[src/rtl/ram_word_master.sv]
// Word/half/byte access master that sequences a synchronous 8-bit RAM one byte per cycle.
// Optional alignment checking is enabled by defining RAM_WORD_MASTER_ALIGN_CHECK_EN.
module ram_word_master #(
   parameter int ADDR_W = 12
) (
   input  logic              clk,
   input  logic              rst,
   input  logic              req,
   input  logic              we,
   input  logic [1:0]        size,
   input  logic              unsigned_ld,
   input  logic [ADDR_W-1:0] addr,
   input  logic [31:0]       wdata,
   output logic              busy,
   output logic              done,
   output logic              err,
   output logic [31:0]       rdata,
   output logic              ram_r_wn,
   output logic [ADDR_W-1:0] ram_address,
   output logic [7:0]        ram_wdata,
   input  logic [7:0]        ram_rdata
);

   typedef enum logic [2:0] {IDLE, WRITE, READ, CAPTURE, DONE} state_t;

   state_t            state, state_n;
   logic [ADDR_W-1:0] base_q;
   logic [31:0]       wdata_q;
   logic [31:0]       buf_q;
   logic [31:0]       assembled;
   logic [31:0]       extended;
   logic [1:0]        size_q;
   logic [1:0]        idx;
   logic [1:0]        last_idx;
   logic              unsigned_q;
   logic              err_q;
   logic              accept;
   logic              misaligned;

   assign accept = req && (state == IDLE || state == DONE);

`ifdef RAM_WORD_MASTER_ALIGN_CHECK_EN
   assign misaligned = ((size == 2'b01) && addr[0]) || (size[1] && (addr[1:0] != 2'b00));
`else
   assign misaligned = 1'b0;
`endif

   always_comb begin
      last_idx = 2'd3;
      case (size_q)
         2'b00:   last_idx = 2'd0;
         2'b01:   last_idx = 2'd1;
         default: last_idx = 2'd3;
      endcase
   end

   always_comb begin
      state_n = state;
      case (state)
         IDLE, DONE: begin
            if (accept) begin
               if (misaligned)
                  state_n = DONE;
               else if (we)
                  state_n = WRITE;
               else
                  state_n = READ;
            end else begin
               state_n = IDLE;
            end
         end
         WRITE:   if (idx == last_idx) state_n = DONE;
         READ:    if (idx == last_idx) state_n = CAPTURE;
         CAPTURE: state_n = DONE;
         default: state_n = IDLE;
      endcase
   end

   // The RAM output lags its address by one edge, so READ stores the byte requested in the previous cycle.
   always_ff @(posedge clk) begin
      if (rst) begin
         state      <= IDLE;
         base_q     <= '0;
         wdata_q    <= '0;
         buf_q      <= '0;
         size_q     <= '0;
         idx        <= '0;
         unsigned_q <= 1'b0;
         err_q      <= 1'b0;
         rdata      <= '0;
      end else begin
         state <= state_n;
         case (state)
            IDLE, DONE: begin
               if (accept) begin
                  base_q     <= addr;
                  wdata_q    <= wdata;
                  size_q     <= size;
                  unsigned_q <= unsigned_ld;
                  idx        <= '0;
                  buf_q      <= '0;
                  err_q      <= misaligned;
               end
            end
            WRITE: begin
               if (idx != last_idx) idx <= idx + 2'd1;
            end
            READ: begin
               if (idx != 2'd0) buf_q[{idx - 2'd1, 3'b000} +: 8] <= ram_rdata;
               if (idx != last_idx) idx <= idx + 2'd1;
            end
            CAPTURE: rdata <= extended;
            default: ;
         endcase
      end
   end

   always_comb begin
      assembled = buf_q;
      assembled[{last_idx, 3'b000} +: 8] = ram_rdata;
   end

   always_comb begin
      extended = assembled;
      case (size_q)
         2'b00:   extended = unsigned_q ? {24'h0, assembled[7:0]}
                                        : {{24{assembled[7]}}, assembled[7:0]};
         2'b01:   extended = unsigned_q ? {16'h0, assembled[15:0]}
                                        : {{16{assembled[15]}}, assembled[15:0]};
         default: extended = assembled;
      endcase
   end

   assign busy = (state == WRITE) || (state == READ) || (state == CAPTURE);
   assign done = (state == DONE);
   assign err  = done && err_q;

   // Reset forces a read immediately so an aborted store cannot commit one more byte on the reset edge.
   assign ram_r_wn    = rst || (state != WRITE);
   assign ram_address = (state == WRITE || state == READ) ? base_q + ADDR_W'(idx) : '0;
   assign ram_wdata   = (state == WRITE) ? wdata_q[{idx, 3'b000} +: 8] : 8'h00;

endmodule

[config.mk]
export PLATFORM = sky130hd
export DESIGN_NAME = ram_word_master
export DESIGN_NICKNAME = d
export VERILOG_FILES = /design/src/rtl/ram_word_master.sv
export SDC_FILE = /design/constraint.sdc
export NUM_CORES = 1
export LEC_CHECK = 0
export CAP_MARGIN = 20
export CORE_MARGIN = 1
export CORE_UTILIZATION = 50
export DETAILED_ROUTE_END_ITERATION = 16
export PLACE_DENSITY = 0.82
export SLEW_MARGIN = 20
export SYNTH_ARGS = -nofsm -noshare
export SYNTH_HDL_FRONTEND = slang
export SYNTH_SLANG_ARGS = --single-unit
[constraint.sdc]
create_clock -name clk -period 2.7 [get_ports clk]
set_input_delay 0.81 -clock clk [delete_from_list [all_inputs] [get_ports clk]]
set_output_delay 0.81 -clock clk [all_outputs]
set_load 0.1 [all_outputs]
==> results of run 1 <==
-- routing by layer --
layer | vias up | wire (um)
met5 | - | 0
met4 | 0 | 272
met3 | 29 | 904
met2 | 168 | 6400
met1 | 2171 | 5180
li1 | 2262 | -
-- cell usage in the layout, fill, tap and decap left out, drive strengths merged, types with 4 or more instances in the layout --
cell type      netlist  layout
nand2              128     128
dfxtp              108     108
a21oi              105     105
buf                 20      74
clkdlybuf4s50        0      57
nor2                48      48
nand3               34      34
nor2b               26      26
nor3                20      20
clkbuf              28      12
o21ai               11      11
mux4                 8       8
a311oi               8       8
ha                   8       8
a22oi                7       7
inv                  6       6
nand2b               5       5
xnor2                5       5
xor2                 4       4
nand4                4       4
and2                 4       4
or3                  4       4
-- where the power goes --
| part | total [mW] | switching, mW | internal, mW |
|---|---|---|---|
| clock | 0.935 | 0.543 | 0.392 |
| sequential | 1.73 | 0.0670 | 1.66 |
| combinational | 0.789 | 0.496 | 0.293 |
-- worst register-to-register path, cell delays in order (launching register included) --
cell	delay (ns)
dfxtp_4	0.37
buf_4	0.27
inv_1	0.20
ha_1	0.28
nor4b_4	0.32
and4_1	0.42
nand4_1	0.15
a21oi_1	0.14
-- cells by family after synthesis --
family	Yosys count
AND/OR/NAND/NOR	285
other	1
multiplexers	8
XOR/XNOR	9
AO/OA/AOI/OAI	139
adder cells (fa/ha/maj)	9
flip-flops	108
buffers and inverters	54
-- final cells by class --
| cell class | instances | area (um2) | share of cell area, % |
|---|---|---|---|
| multi-input cells | 451 | 2720 | 40.5 |
| clock buffers | 12 | 155 | 2.31 |
| repair buffers | 131 | 1440 | 21.5 |
| flip-flops and latches | 108 | 2170 | 32.4 |
| well taps | 129 | 161 | 2.41 |
| inverters | 6 | 22.5 | 0.336 |
| clock inverters | 4 | 33.8 | 0.504 |
-- worst max path at each step --
stage,start,end,slack (ns),cells past startpoint
floorplan,idx[0]$_SDFFE_PP0P_,ram_wdata[4],-0.35,3
global placement,base_q[0]$_SDFFE_PP0P_,ram_address[4],0.13,6
detailed placement,base_q[0]$_SDFFE_PP0P_,ram_address[4],0.08,6
CTS,idx[0]$_SDFFE_PP0P_,ram_address[4],-0.17,6
global route,idx[0]$_SDFFE_PP0P_,ram_address[4],-0.18,6
finish,idx[0]$_SDFFE_PP0P_,ram_address[4],-0.14,6
-- stage by stage --
step	hold slack, ns	total power [mW]	instance area [um2]	setup WS (ns)	cells
floorplan	0.433	2.27	5010	-0.353	613
global placement	0.440	2.51	6360	0.128	821
detailed placement	0.446	2.53	6360	0.0797	821
CTS	0.461	3.46	6650	-0.172	840
global route	0.478	3.58	6710	-0.178	841
finish	0.460	3.45	6710	-0.138	841
-- sequential cells by signal, indices dropped and copies added, names as in the netlist --
name        count
rdata          32
size_q          2
unsigned_q      1
buf_q          24
state           3
base_q         12
wdata_q        32
idx             2
-- repair_timing --
item	CTS	global route
buffers inserted	3	1
pin swaps	9	5
endpoints found under the setup margin	17	17
resized for setup	16	10
==> qor.txt, run 1 <==
Status - finished, violations left
Failing checks - setup timing
Clock skew - 0.0130 ns
CTS tree - yes
Max frequency - 352 MHz
Initial antenna violation count - 0
Pwr per Cell Area - 515 nW/um2
Die area - 10100 um2
Global-route usage over all layers - 25.0%
Hold buffers post-CTS - 0
Vias in the first global route - 4484
Critical hold path startpoint - wdata_q[4]$_SDFFE_PP0P_
CP max stage delay - 0.40 ns
Final HPWL DP - 8760 um
RSZ-0062 raised after global routing - yes
Avg Cell Area, Syn - 7.95 um2
Met3 Use GR - 5.89%
Post-synthesis sequential area ratio - 44.4%
Synth Register Bits - 108
Worst VDD drop - 0.000257 V
First-pass GRT wire length - 20200 um
Mux cell area share after synthesis - 3.70%
Row Count - 35
Largest net degree at the start of global routing - 60
I/O pins - 115
Vias per cell - 5.51
Crit path buf inv count - 2
Post-synth cell types - 43
Cells after Synth - 613
Die width - 101 um
Worst Hold End - wdata_q[4]$_SDFFE_PP0P_
DR pass1 iterations - 5
Share of cells above drive strength 1 - 20.1%
DRT Wirelength - 12800 um
Final setup fails - 14
Maximum buffer depth of the clock tree - 2
Reg2Reg Depth - 7
Critical Path Slowest Stage Cell - fa_2
RR Startpoint - idx[0]$_SDFFE_PP0P_
Die Ht - 101 um
YS warnings - 0
Synth-to-Final Area Change - 37.6%
Critical Path RT - 1.89 ns
Final worst setup slack - -0.138 ns
Vias - 4630
Met2 Track Usage GR - 45.6%
Number of H-tree levels - 3
Synth Flop Type - dfxtp_1
P_leak - 2.45 nW
Initial core utilization - 52.3%
Busiest layer in global routing - met2
Setup CP Type - reg2out
Max-slew violations - 0
Top delay family on crit path - adder cells
Async SR Flop Fraction - 0%
Final Hold Viols - 0
Nets - 775
Main combinational cell family by area after synthesis - simple AND/OR/NAND/NOR gates
Most frequent cell after synthesis - nand2_1
Detail Route Antenna Nets - 0
Fraction of the mapped netlist area in adder cells - 2.46%
Critical path, cell by cell - ha_4 -> inv_2 -> fa_2 -> or3_4 -> a21oi_4 -> buf_12
Post-synth top area share - 44.4%
Final setup TNS - -0.672 ns
Post-synth EDFFs - 0
Synth Area in Simple Gates - 27.0%
Endpoint class of the critical path - primary output
Synthesized-area fraction occupied by xor and xnor cells - 1.62%
Worst hold path cell count - 2
Critical Path AT - 2.03 ns
DRC viols - 0
# fillers - 714
End of the worst register-to-register path - buf_q[10]$_SDFFE_PP0P_
Period utilization - 105%
Grt ovf - 0
Routed WL per cell - 15.2 um
Worst-path clk slew - 0.09 ns
Final Util - 71.9%
Gpl congestion - 0.822
Synth Cell Area - 4870 um2
Measured slew at the worst slew-check pin - 0.660 ns
Diode count - 0
Synth area leaders - dfxtp_1 44%, a21oi_1 11%, nand2_1 9.9%, mux4_2 3.7%, nor2_1 3.7%
Core Footprint - 9330 um2
CP Launch Type - register
Flop2flop setup slack - 0.49 ns
CTS buffer count - 9
Syn_nets - 681
Buffers on Ports - 113
Max Cap Viol - 0
Synth Area in Compound Gates - 15.9%
Top cells by count, synth - 128 x nand2_1, 108 x dfxtp_1, 105 x a21oi_1
Starting DRT DRC Count - 238
Clk_lat worst skew - 0.37 ns
CTS root buf - clkbuf_8
Fin crit period - 2.84 ns
HP Class - reg2reg
Clock sinks - 108
Slew margin rel. - 55.9%
Routing usage on met1 - 28.8%
Largest fanout on the critical path - 7
Most area-hungry cell type in the Yosys netlist - dfxtp_1
(Power assumes the default switching activity.)
==> run 2, diff against run 1 <==
- ABC_AREA: unset -> 0
- SLEW_MARGIN: 20 -> unset
==> results of run 2 <==
No change in the layout: final DEF, timing and power equal those of run 1.
